### src/rtl/regfile_stream_port_if.sv
// Bundle of control, register-file and stream signals around the
// register-file access sequencer. The sequencer uses the master view;
// the surrounding environment (core, harness, bench) uses the slave view.
interface regfile_stream_port_if #(
  parameter int W = 8,
  parameter int D = 4
);
  // control
  logic         start;
  logic         mode;
  logic [D-1:0] start_addr;
  logic [D:0]   count;
  logic         busy;
  logic         done;
  // register file side
  logic [D-1:0] rf_addr;
  logic         rf_write_en;
  logic [W-1:0] rf_wdata;
  logic [W-1:0] rf_rdata;
  // dump stream
  logic         out_valid;
  logic         out_ready;
  logic [W-1:0] out_data;
  // load stream
  logic         in_valid;
  logic         in_ready;
  logic [W-1:0] in_data;

  modport master (
    input  start, mode, start_addr, count, rf_rdata, out_ready, in_valid, in_data,
    output busy, done, rf_addr, rf_write_en, rf_wdata, out_valid, out_data, in_ready
  );

  modport slave (
    output start, mode, start_addr, count, rf_rdata, out_ready, in_valid, in_data,
    input  busy, done, rf_addr, rf_write_en, rf_wdata, out_valid, out_data, in_ready
  );
endinterface

### src/rtl/regfile_stream_port.sv
// Register-file access sequencer: dumps a contiguous run of registers onto
// a valid/ready output stream, or loads words from a valid/ready input
// stream into consecutive registers. Addresses wrap modulo 2**D.
module regfile_stream_port #(
  parameter int W = 8,
  parameter int D = 4
) (
  input  logic                  clk,
  input  logic                  reset,
  regfile_stream_port_if.master bus
);

  typedef enum logic [2:0] {
    IDLE,
    RD,
    SEND,
    LOAD,
    DONE
  } state_t;

  state_t       state;
  logic [D-1:0] idx;
  logic [D:0]   remaining;
  logic [W-1:0] out_data_q;
  logic         busy_q;
  logic         done_q;
  logic         out_valid_q;
  logic         in_ready_q;

  logic         out_fire;
  logic         in_fire;
  logic         last_word;

  assign out_fire  = out_valid_q & bus.out_ready;
  assign in_fire   = in_ready_q & bus.in_valid;
  assign last_word = (remaining == (D+1)'(1));

  // Register-file and stream outputs; the write strobe is combinational so
  // the register is written on the very edge that completes the handshake.
  assign bus.rf_addr     = idx;
  assign bus.rf_wdata    = bus.in_data;
  assign bus.rf_write_en = in_fire;
  assign bus.out_valid   = out_valid_q;
  assign bus.out_data    = out_data_q;
  assign bus.in_ready    = in_ready_q;
  assign bus.busy        = busy_q;
  assign bus.done        = done_q;

  // Sequencer FSM with registered status/handshake outputs.
  // NOTE: state registers are updated with non-blocking assignments so every
  // branch below reads the pre-edge values of idx/remaining/state.
  always_ff @(posedge clk or posedge reset) begin
    if (reset) begin
      state       <= IDLE;
      idx         <= '0;
      remaining   <= '0;
      out_data_q  <= '0;
      busy_q      <= 1'b0;
      done_q      <= 1'b0;
      out_valid_q <= 1'b0;
      in_ready_q  <= 1'b0;
    end else begin
      case (state)
        IDLE: begin
          if (bus.start) begin
            idx       <= bus.start_addr;
            remaining <= bus.count;
            busy_q    <= 1'b1;
            if (bus.count == '0) begin
              state  <= DONE;
              done_q <= 1'b1;
            end else if (!bus.mode) begin
              state <= RD;
            end else begin
              state      <= LOAD;
              in_ready_q <= 1'b1;
            end
          end
        end

        RD: begin
          out_data_q  <= bus.rf_rdata;
          out_valid_q <= 1'b1;
          state       <= SEND;
        end

        SEND: begin
          if (out_fire) begin
            remaining   <= remaining - 1'b1;
            out_valid_q <= 1'b0;
            if (last_word) begin
              state  <= DONE;
              done_q <= 1'b1;
            end else begin
              idx   <= idx + 1'b1;
              state <= RD;
            end
          end
        end

        LOAD: begin
          if (in_fire) begin
            remaining <= remaining - 1'b1;
            if (last_word) begin
              state      <= DONE;
              in_ready_q <= 1'b0;
              done_q     <= 1'b1;
            end else begin
              idx <= idx + 1'b1;
            end
          end
        end

        DONE: begin
          done_q <= 1'b0;
          busy_q <= 1'b0;
          state  <= IDLE;
        end

        default: begin
          state       <= IDLE;
          busy_q      <= 1'b0;
          done_q      <= 1'b0;
          out_valid_q <= 1'b0;
          in_ready_q  <= 1'b0;
        end
      endcase
    end
  end

endmodule

### src/flat_wrapper.sv
// flat-port wrapper written by rule: the top's interface ports become plain ports
module regfile_stream_port_flat 
#(
  parameter int W = 8,
  parameter int D = 4
)
  (clk, reset, bus_start, bus_mode, bus_start_addr, bus_count, bus_rf_rdata, bus_out_ready, bus_in_valid, bus_in_data, bus_busy, bus_done, bus_rf_addr, bus_rf_write_en, bus_rf_wdata, bus_out_valid, bus_out_data, bus_in_ready);
  regfile_stream_port_if #(.W(W), .D(D)) bus_i ();
  input  logic clk;
  input  logic reset;
  input wire logic [$bits(bus_i.start)-1:0] bus_start;
  input wire logic [$bits(bus_i.mode)-1:0] bus_mode;
  input wire logic [$bits(bus_i.start_addr)-1:0] bus_start_addr;
  input wire logic [$bits(bus_i.count)-1:0] bus_count;
  input wire logic [$bits(bus_i.rf_rdata)-1:0] bus_rf_rdata;
  input wire logic [$bits(bus_i.out_ready)-1:0] bus_out_ready;
  input wire logic [$bits(bus_i.in_valid)-1:0] bus_in_valid;
  input wire logic [$bits(bus_i.in_data)-1:0] bus_in_data;
  output wire logic [$bits(bus_i.busy)-1:0] bus_busy;
  output wire logic [$bits(bus_i.done)-1:0] bus_done;
  output wire logic [$bits(bus_i.rf_addr)-1:0] bus_rf_addr;
  output wire logic [$bits(bus_i.rf_write_en)-1:0] bus_rf_write_en;
  output wire logic [$bits(bus_i.rf_wdata)-1:0] bus_rf_wdata;
  output wire logic [$bits(bus_i.out_valid)-1:0] bus_out_valid;
  output wire logic [$bits(bus_i.out_data)-1:0] bus_out_data;
  output wire logic [$bits(bus_i.in_ready)-1:0] bus_in_ready;
  assign bus_i.start = bus_start;
  assign bus_i.mode = bus_mode;
  assign bus_i.start_addr = bus_start_addr;
  assign bus_i.count = bus_count;
  assign bus_i.rf_rdata = bus_rf_rdata;
  assign bus_i.out_ready = bus_out_ready;
  assign bus_i.in_valid = bus_in_valid;
  assign bus_i.in_data = bus_in_data;
  assign bus_busy = bus_i.busy;
  assign bus_done = bus_i.done;
  assign bus_rf_addr = bus_i.rf_addr;
  assign bus_rf_write_en = bus_i.rf_write_en;
  assign bus_rf_wdata = bus_i.rf_wdata;
  assign bus_out_valid = bus_i.out_valid;
  assign bus_out_data = bus_i.out_data;
  assign bus_in_ready = bus_i.in_ready;
  regfile_stream_port #(.W(W), .D(D)) u_core (.clk(clk), .reset(reset), .bus(bus_i));
endmodule
### config.mk
export PLATFORM = sky130hd
export DESIGN_NAME = regfile_stream_port_flat
export DESIGN_NICKNAME = d
export VERILOG_FILES = /design/src/rtl/regfile_stream_port_if.sv /design/src/rtl/regfile_stream_port.sv /design/src/flat_wrapper.sv
export SDC_FILE = /design/constraint.sdc
export NUM_CORES = 1
export LEC_CHECK = 0
export CAP_MARGIN = 20
export CORE_MARGIN = 4
export CORE_UTILIZATION = 46
export CTS_CLUSTER_SIZE = 28
export DETAILED_ROUTE_END_ITERATION = 6
export PLACE_DENSITY = 0.85
export SLEW_MARGIN = 25
export SYNTH_ARGS = -nofsm -noshare
export SYNTH_HDL_FRONTEND = slang
export SYNTH_SLANG_ARGS = --single-unit
### constraint.sdc
create_clock -name clk -period 3 [get_ports clk]
set_input_delay 0.9 -clock clk [delete_from_list [all_inputs] [get_ports clk]]
set_output_delay 0.9 -clock clk [all_outputs]
set_load 0.005 [all_outputs]
==> results of run 1 <==
cells in the mapped netlist (2+ instances only):
cell,n
nor3_1,2
nand4_1,2
o2bb2ai_1,4
a31oi_1,5
o22ai_1,3
o211ai_1,2
mux2i_1,3
dfrtp_1,24
buf_4,8
and2_1,2
buf_2,3
nand2_1,12
nor2b_1,3
clkbuf_1,2
o21ai_0,2
nor2_1,6
nand3_1,2
ha_1,3
a22oi_1,2
a21oi_1,7
mux2_2,8
inv_1,7
routing by layer:
metal | wire length, µm | share of wire
met5 | 0 | 0
met4 | 10 | 0.0031
met3 | 203 | 0.062
met2 | 1630 | 0.50
met1 | 1420 | 0.44
final timing paths:
| path | from | to | slack (ns) | depth (start not counted) |
|---|---|---|---|---|
| max in group asynchronous | reset | u_core.bus.out_data[7]$_DFFE_PP0P_ | 1.81 | 3 |
| max | bus_in_valid | bus_rf_write_en | 0.06 | 3 |
| max reg2reg | u_core.state[1]$_DFFE_PP0P_ | u_core.remaining[3]$_DFFE_PP0P_ | 1.11 | 4 |
| min in group asynchronous | reset | u_core.bus.out_data[5]$_DFFE_PP0P_ | 0.95 | 3 |
| min reg2reg | u_core.bus.done$_DFFE_PP0P_ | u_core.bus.done$_DFFE_PP0P_ | 0.50 | 1 |
| min | u_core.bus.done$_DFFE_PP0P_ | u_core.bus.done$_DFFE_PP0P_ | 0.50 | 1 |
through the flow:
stage,std cells,worst slack [ns]
global route,195,0.0339
finish,195,0.0564
detailed placement,192,0.0613
floorplan,133,1.04
CTS,195,0.0594
global placement,192,0.0914
cells by family (layout without fill, tap and decap cells):
group,count (synthesis),count (layout),share of synthesized area
AOI/OAI and AO/OA,38,38,0.205
and+or+nand+nor,37,37,0.156
DFF,24,24,0.443
buffers and inverters,20,51,0.0803
muxes,11,11,0.0886
adders and majority gates,3,3,0.0277
registers in the layout (all words and copies together) (netlist names):
name and flops:
u_core.bus.out_data 8, u_core.remaining 5, u_core.bus.rf_addr 4, u_core.state 3, u_core.bus.busy 1, u_core.bus.done 1, u_core.bus.in_ready 1, u_core.bus.out_valid 1
power groups by stage:
| stage | Combinational, mW | Clock, mW | Sequential, mW |
|---|---|---|---|
| 3_5_place_dp | 0.701 | 0 | 0.603 |
| 2_1_floorplan | 0.388 | 0 | 0.578 |
| 4_1_cts | 0.705 | 0.143 | 0.598 |
| 3_3_place_gp | 0.680 | 0 | 0.589 |
| 5_1_grt | 0.772 | 0.157 | 0.622 |
| 6_report | 0.700 | 0.138 | 0.600 |
worst register-to-register path: cells and delay by family (launching register included):
kind            cells  cell delay (ns)
compound gates      2             0.27
flops               1             0.68
simple gates        2             0.82
final cells by class:
| cell class | count | area, µm² |
|---|---|---|
| tap | 31 | 38.8 |
| sequential | 24 | 601 |
| clock buffer | 3 | 22.5 |
| fill | 229 | 1040 |
| multi-input combinational | 89 | 647 |
| inverter | 7 | 26.3 |
| timing repair buffer | 41 | 405 |
==> impl_metrics.toml, run 1 <==
[critical_path]
critical_path_buf_inv_count = 2
critPathArrivalTime_ns = 2.04
crit_slowest_cell = "clkdlybuf4s50_1"
max_stage_delay_ns = 0.51
critPathKind = "in -> out"
required_ns = 2.10
crit_fanout = 2
cp-start-kind = "input port"
cp-end-kind = "output port"
cp_cell_sequence = "clkdlybuf4s50_1, and2_1, clkdlybuf4s50_1"
path_delay_family = "buffers and inverters"
crit_top_cell = "clkdlybuf4s50_1"

[placed_design]
numPortBuffers = 39
routabilityCongestion = 0.866
dp_hpwl_mm = 2.45
post_dp_cell_area_um2 = 1720

[logic_synthesis]
netlist_instances = 133
syn_avg_cell_area_um2 = 10.2
synth_edf_count = 0
synth-seq-cells = 24
syn-num-nets = 167
synth.largest_area_cell = "dfrtp_1"
ys_top_cells_by_area = "dfrtp_1 44%, mux2_2 6.6%, buf_4 4.4%"
yosysWarningCount = 0
synth.top_cell.area_share = 0.443
synth.cell_area_um2 = 1360
synthFlopType = "dfrtp_1"
synthArstFlopShare = 1.00
yosysSeqAreaShare = 0.443
ys_types = 43

[global_routing]
use_met2 = 0.275
antenna_found_initial = 0
busiest_layer = "met2"
use_met3 = 0.0486
grt_pass1_vias = 1163
grt_max_degree = 25
grt_overflow_total = 0
grt_util_met1 = 0.203
grt.total_usage = 0.165
grt_pass1_wl_mm = 5.35

[timing]
max_freq_ghz = 0.340
skew_ns = 0.00492
fin_setup_tns_ns = 0
slew_headroom = 0.476
tightestPinTransition_ns = 0.785
slew_violations = 0
holdWs_ns = 0.504
min_period_ns = 2.94
grt_setup_unrepaired = "false"
hold_violations = 0
setup_viol = 0
period_share = 0.981

[floorplan]
die_w_um = 62.3
boundaryPins = 56
dieHeight_um = 62.3
start_util = 0.488
rows = 19
die-area_um2 = 3880
coreArea_um2 = 2780

[clock_network]
cts_resized = 0
cts_max_level = 1
cts-root-buf = "clkbuf_4"
cts_setup_buffers = 0
clkSinkCount = 24
clock_path_buffers = 2
cts_tree = "yes"
clk_pin_slew_ns = 0.13
clk_latency_ns = 0.30
hold_buffers = 0
cts_buffers = 3

[pwr]
comb_power_share = 0.487
power.switching_mw = 0.506
peakVddDrop_mv = 0.524
p_int_mw = 0.932
seqPwrFrac = 0.417
p_total_mw = 1.44
leakage_nw = 0.749
powerDensity_nw_per_um2 = 827
switching_share = 0.352
pwr-share-clk = 0.096

[cells_and_area]
layout-drive-gt1-share = 0.116
fin_nets = 200
area_delta_synth_final_pct = 28.3
diodes = 0
final_common_cell = "clkdlybuf4s50_1"
final_util = 0.626
final_cell_mix = "39 x clkdlybuf4s50_1, 24 x dfrtp_1, 12 x nand2_1"
postLayoutCellArea_um2 = 1740

[route]
drt_iter0_drc = 55
wl_per_cell_um = 16.7
antenna_left = 0
drc = 0
firstDrtPassIters = 4
wl_mm = 3.27
vias = 1148
drt-vias-per-instance = 5.89

[hold_path]
hold_class = "reg -> reg"

[status]
status = "finished, final reports clean"

[run]
cap_violations = 0
No activity file was read; power rests on OpenSTA's default activity.
==> inputs of run 2 (changes only) <==
--- a/config.mk
+++ b/config.mk
@@ -7,10 +7,10 @@
 export LEC_CHECK = 0
 export CAP_MARGIN = 20
 export CORE_MARGIN = 4
-export CORE_UTILIZATION = 46
+export CORE_UTILIZATION = 42
 export CTS_CLUSTER_SIZE = 28
 export DETAILED_ROUTE_END_ITERATION = 6
-export PLACE_DENSITY = 0.85
+export PLACE_DENSITY = 0.79
 export SLEW_MARGIN = 25
 export SYNTH_ARGS = -nofsm -noshare
 export SYNTH_HDL_FRONTEND = slang
==> constraint.sdc (replaced) <==
create_clock -name clk -period 2.8 [get_ports clk]
set_input_delay 0.84 -clock clk [delete_from_list [all_inputs] [get_ports clk]]
set_output_delay 0.84 -clock clk [all_outputs]
set_load 0.005 [all_outputs]
==> run 2 against run 1 <==
Sequential power rose by 7.2%. Register-to-register slack got worse by 0.21 ns. Critical path depth did not move. Die area rose by 8.3%. Worst setup slack improved by 0.17 ns. Total power rose by 7.3%. Sequential share of layout area fell by 0.34 points. Cell area rose by 1.0%. Final cell count rose by 6.7%. Clock-buffer cell count did not move. Critical endpoint unchanged. Via count rose by 0.52%. Highest routed layer unchanged. Global-route usage fell by 0.47 points.
==> impl_metrics.toml, run 2 (synthesis gave the netlist of run 1 again) <==
[critical_path]
r2r-start = "u_core.state[1]$_DFFE_PP0P_"
cp-end-kind = "output port"
crit_fanout = 2
crit_start = "bus_in_valid"
critPathArrivalTime_ns = 1.74
cp-start-kind = "input port"
required_ns = 1.96
critPathKind = "in -> out"

[hold_path]
holdCritStartpoint = "u_core.bus.done$_DFFE_PP0P_"
hold_class = "reg -> reg"

[route]
drt_iter0_drc = 88
firstDrtPassIters = 5
drt-met1-wl_mm = 1.38
vias = 1154
wl_mm = 3.14
drt-vias-per-instance = 5.55
route.met2.wl_mm = 1.54
wl_met3_um = 190
top_layer = "met4"
antenna_left = 0
drc = 0
wl_per_cell_um = 15.1

[cells_and_area]
fill_cells = 284
diodes = 0
instances_no_fill = 208
ff_latch_area_um2 = 601
multiInputGateArea_um2 = 649
area_delta_synth_final_pct = 29.6
postLayoutCellArea_um2 = 1760
final_common_cell = "clkdlybuf4s50_1"
largest_reg_flops = 8
final_util = 0.571
final_cell_mix = "38 x clkdlybuf4s50_1, 24 x dfrtp_1, 12 x nand2_1"
fin_nets = 200
layout-drive-gt1-share = 0.122

[timing]
hold_violations = 0
skew_ns = 0.0101
slew_violations = 0
tightestPinTransition_ns = 0.789
min_period_ns = 2.58
holdWs_ns = 0.521
setup_slack_ns = 0.223
period_share = 0.920
fin_setup_tns_ns = 0
setup_viol = 0
slew_headroom = 0.473
max_freq_ghz = 0.388
grt_setup_unrepaired = "false"

[global_routing]
grt_pass1_vias = 1190
grt_max_degree = 25
antenna_found_initial = 0
grt_pass1_wl_mm = 5.40
grt_overflow_total = 0
grt.total_usage = 0.160

[floorplan]
start_util = 0.441
die_w_um = 64.8
coreArea_um2 = 3080
rows = 20
die-area_um2 = 4200
boundaryPins = 56
dieHeight_um = 64.8

[pwr]
peakVddDrop_mv = 0.413
leakage_nw = 0.754
p_total_mw = 1.54
comb_power_share = 0.485
seqPwrFrac = 0.417
powerDensity_nw_per_um2 = 878
pwr-share-clk = 0.098
power.switching_mw = 0.546
switching_share = 0.354
p_int_mw = 0.998

[placed_design]
dp_cells = 205
dp_slack_ns = -0.0307
routabilityCongestion = 0.815
numPortBuffers = 39
dp_hpwl_mm = 2.33
post_dp_cell_area_um2 = 1730

[status]
status = "finished, final reports clean"

[clock_network]
cts-root-buf = "clkbuf_4"
cts_setup_buffers = 0
clk_pin_slew_ns = 0.12
cts_buffers = 3
cts_max_level = 1
clk_latency_ns = 0.31
clkSinkCount = 24
cts_tree = "yes"
clock_path_buffers = 2

[run]
cap_violations = 0
[run 2: area by class of cell]
type	instances	share of cell area
flip-flops and latches	24	0.342
well taps	44	0.0313
inverters	7	0.0149
multi-input cells	89	0.369
repair buffers	41	0.230
clock buffers	3	0.0128
[run 2: routing by layer]
metal	up-vias	GRT usage
met4	0	0.0528
met2	41	0.257
met3	5	0.0399
met1	562	0.210
met5	-	0
li1	546	-
[run 2: final timing paths]
| kind | end | slack (ns) | depth (start not counted) |
|---|---|---|---|
| max | bus_rf_write_en | 0.22 | 3 |
| min reg2reg | u_core.bus.done$_DFFE_PP0P_ | 0.52 | 1 |
| min in group asynchronous | u_core.bus.out_data[5]$_DFFE_PP0P_ | 0.86 | 3 |
| max in group asynchronous | u_core.bus.out_valid$_DFFE_PP0P_ | 1.69 | 3 |
| max reg2reg | u_core.remaining[3]$_DFFE_PP0P_ | 0.90 | 4 |
| min | u_core.bus.done$_DFFE_PP0P_ | 0.52 | 1 |
[run 2: what timing repair did]
| action | in CTS | in global routing |
|---|---|---|
| hold buffers | 0 | 0 |
| endpoints found under the setup margin | 1 | 0 |
| resized for setup | 2 | 0 |
[run 2: worst max-delay path, cell delays in order]
cell             delay, ns
clkdlybuf4s50_1       0.51
and2_4                0.16
dlygate4sd2_1         0.23
[run 2: power groups by stage]
stage	clock (mW)	sequential (mW)	combinational, mW
2_1_floorplan	0	0.620	0.416
3_3_place_gp	0	0.633	0.726
3_5_place_dp	0	0.647	0.743
4_1_cts	0.156	0.640	0.753
5_1_grt	0.170	0.668	0.840
6_report	0.152	0.643	0.749
==> inputs of run 3 (changes only) <==
--- a/config.mk
+++ b/config.mk
@@ -11,6 +11,7 @@
 export CTS_CLUSTER_SIZE = 28
 export DETAILED_ROUTE_END_ITERATION = 6
 export PLACE_DENSITY = 0.79
+export SETUP_SLACK_MARGIN = 0.2
 export SLEW_MARGIN = 25
 export SYNTH_ARGS = -nofsm -noshare
 export SYNTH_HDL_FRONTEND = slang
==> run 3 against run 2 <==
Die area unchanged. Hold slack unchanged. Register-to-register slack about the same. First-iteration DRC count is 4.5% higher. Worst setup slack improved by 0.35 ns.
==> impl_metrics.toml, run 3 (synthesis gave the netlist of run 1 again) <==
[cells_and_area]
area_delta_synth_final_pct = 29.8
postLayoutCellArea_um2 = 1760
multiInputGateArea_um2 = 649
layout-drive-gt1-share = 0.122
final_cell_mix = "37 x clkdlybuf4s50_1, 24 x dfrtp_1, 12 x nand2_1"
fill_cells = 284
diodes = 0
ff_latch_area_um2 = 601
largest_reg_flops = 8
final_util = 0.572
fin_nets = 200
final_common_cell = "clkdlybuf4s50_1"

[route]
wl_per_cell_um = 15.1
wl_mm = 3.13
drt_iter0_drc = 92
vias = 1155
drt-vias-per-instance = 5.55
firstDrtPassIters = 5
drc = 0
antenna_left = 0

[timing]
skew_ns = 0.0101
grt_setup_unrepaired = "false"
max_freq_ghz = 0.448
setup_viol = 0
slew_violations = 0
min_period_ns = 2.23
slew_headroom = 0.473
hold_violations = 0
tightestPinTransition_ns = 0.789
period_share = 0.797

[critical_path]
required_ns = 1.96
critPathKind = "in -> out"
cp_cell_sequence = "dlymetal6s2s_1, and2_4, dlygate4sd2_1"
critPathArrivalTime_ns = 1.39
cp-start-kind = "input port"
crit_fanout = 2
cp-end-kind = "output port"
crit_slowest_cell = "dlygate4sd2_1"
max_stage_delay_ns = 0.26
path_delay_family = "buffers and inverters"
critical_path_buf_inv_count = 2

[placed_design]
numPortBuffers = 39
dp_hpwl_mm = 2.33
post_dp_cell_area_um2 = 1730
routabilityCongestion = 0.815

[pwr]
powerDensity_nw_per_um2 = 877
leakage_nw = 0.763
peakVddDrop_mv = 0.413
p_total_mw = 1.54

[global_routing]
grt_pass1_vias = 1190
grt.total_usage = 0.160
grt_max_degree = 25
grt_overflow_total = 0
grt_pass1_wl_mm = 5.40
antenna_found_initial = 0

[floorplan]
die-area_um2 = 4200
coreArea_um2 = 3080
dieHeight_um = 64.8
start_util = 0.441
boundaryPins = 56
die_w_um = 64.8
rows = 20

[clock_network]
cts-root-buf = "clkbuf_4"
clock_path_buffers = 2
clkSinkCount = 24
cts_setup_buffers = 0
cts_tree = "yes"
cts_max_level = 1
clk_latency_ns = 0.31
clk_pin_slew_ns = 0.12
cts_buffers = 3

[run]
cap_violations = 0

[status]
status = "finished, final reports clean"

[hold_path]
hold_class = "reg -> reg"
## run 3: final timing paths
path	slack, ns	cells past startpoint	startpoint	endpoint
worst max register to register	0.90	4	u_core.state[1]$_DFFE_PP0P_	u_core.remaining[3]$_DFFE_PP0P_
max in group asynchronous	1.69	3	reset	u_core.bus.out_valid$_DFFE_PP0P_
worst min-delay path	0.52	1	u_core.bus.done$_DFFE_PP0P_	u_core.bus.done$_DFFE_PP0P_
min in group asynchronous	0.86	3	reset	u_core.bus.out_data[5]$_DFFE_PP0P_
worst max-delay path	0.57	3	bus_in_valid	bus_rf_write_en
worst min register to register	0.52	1	u_core.bus.done$_DFFE_PP0P_	u_core.bus.done$_DFFE_PP0P_
## run 3: worst reg2reg max path: stages (launching register included)
cell and delay, ns:
dfrtp_1 0.67, nor2b_1 0.71, nand2_1 0.17, o22ai_1 0.17, a21oi_1 0.09
## run 3: what timing repair did
action                                  4_1_cts  5_1_grt
gates resized for setup                       2        1
endpoints found under the setup margin        1        1
cloned                                        0        0
hold buffers                                  0        0
## run 3: final cells by class
cell class	instances	share of cell area
inverters	7	0.0149
multi-input cells	89	0.369
repair buffers	41	0.231
well taps	44	0.0313
flip-flops and latches	24	0.341
clock buffers	3	0.0128
## run 3: per-stage QoR
step | hold slack (ns) | worst slack [ns] | setup TNS (ns) | std cells
after floorplan | 0.478 | 0.960 | 0 | 133
after global placement | 0.481 | -0.0511 | -0.0511 | 205
after detailed placement | 0.481 | -0.0307 | -0.0307 | 205
after CTS | 0.522 | 0.238 | 0 | 208
after global routing | 0.555 | 0.552 | 0 | 208
final | 0.521 | 0.569 | 0 | 208
## run 3: power breakdown
part	internal [mW]	switching [mW]	leakage, nW
combinational	0.451	0.298	0.467
sequential	0.497	0.146	0.282
clock	0.0503	0.102	0.0138
total	0.998	0.546	0.763
## run 3: metal layers
metal,part of all wire,wire (µm),track usage,up-vias
li1,-,-,-,546
met1,0.44,1370,0.210,563
met2,0.49,1540,0.257,41
met3,0.062,193,0.0399,5
met4,0.0093,29,0.0528,0
met5,0,0,0,-
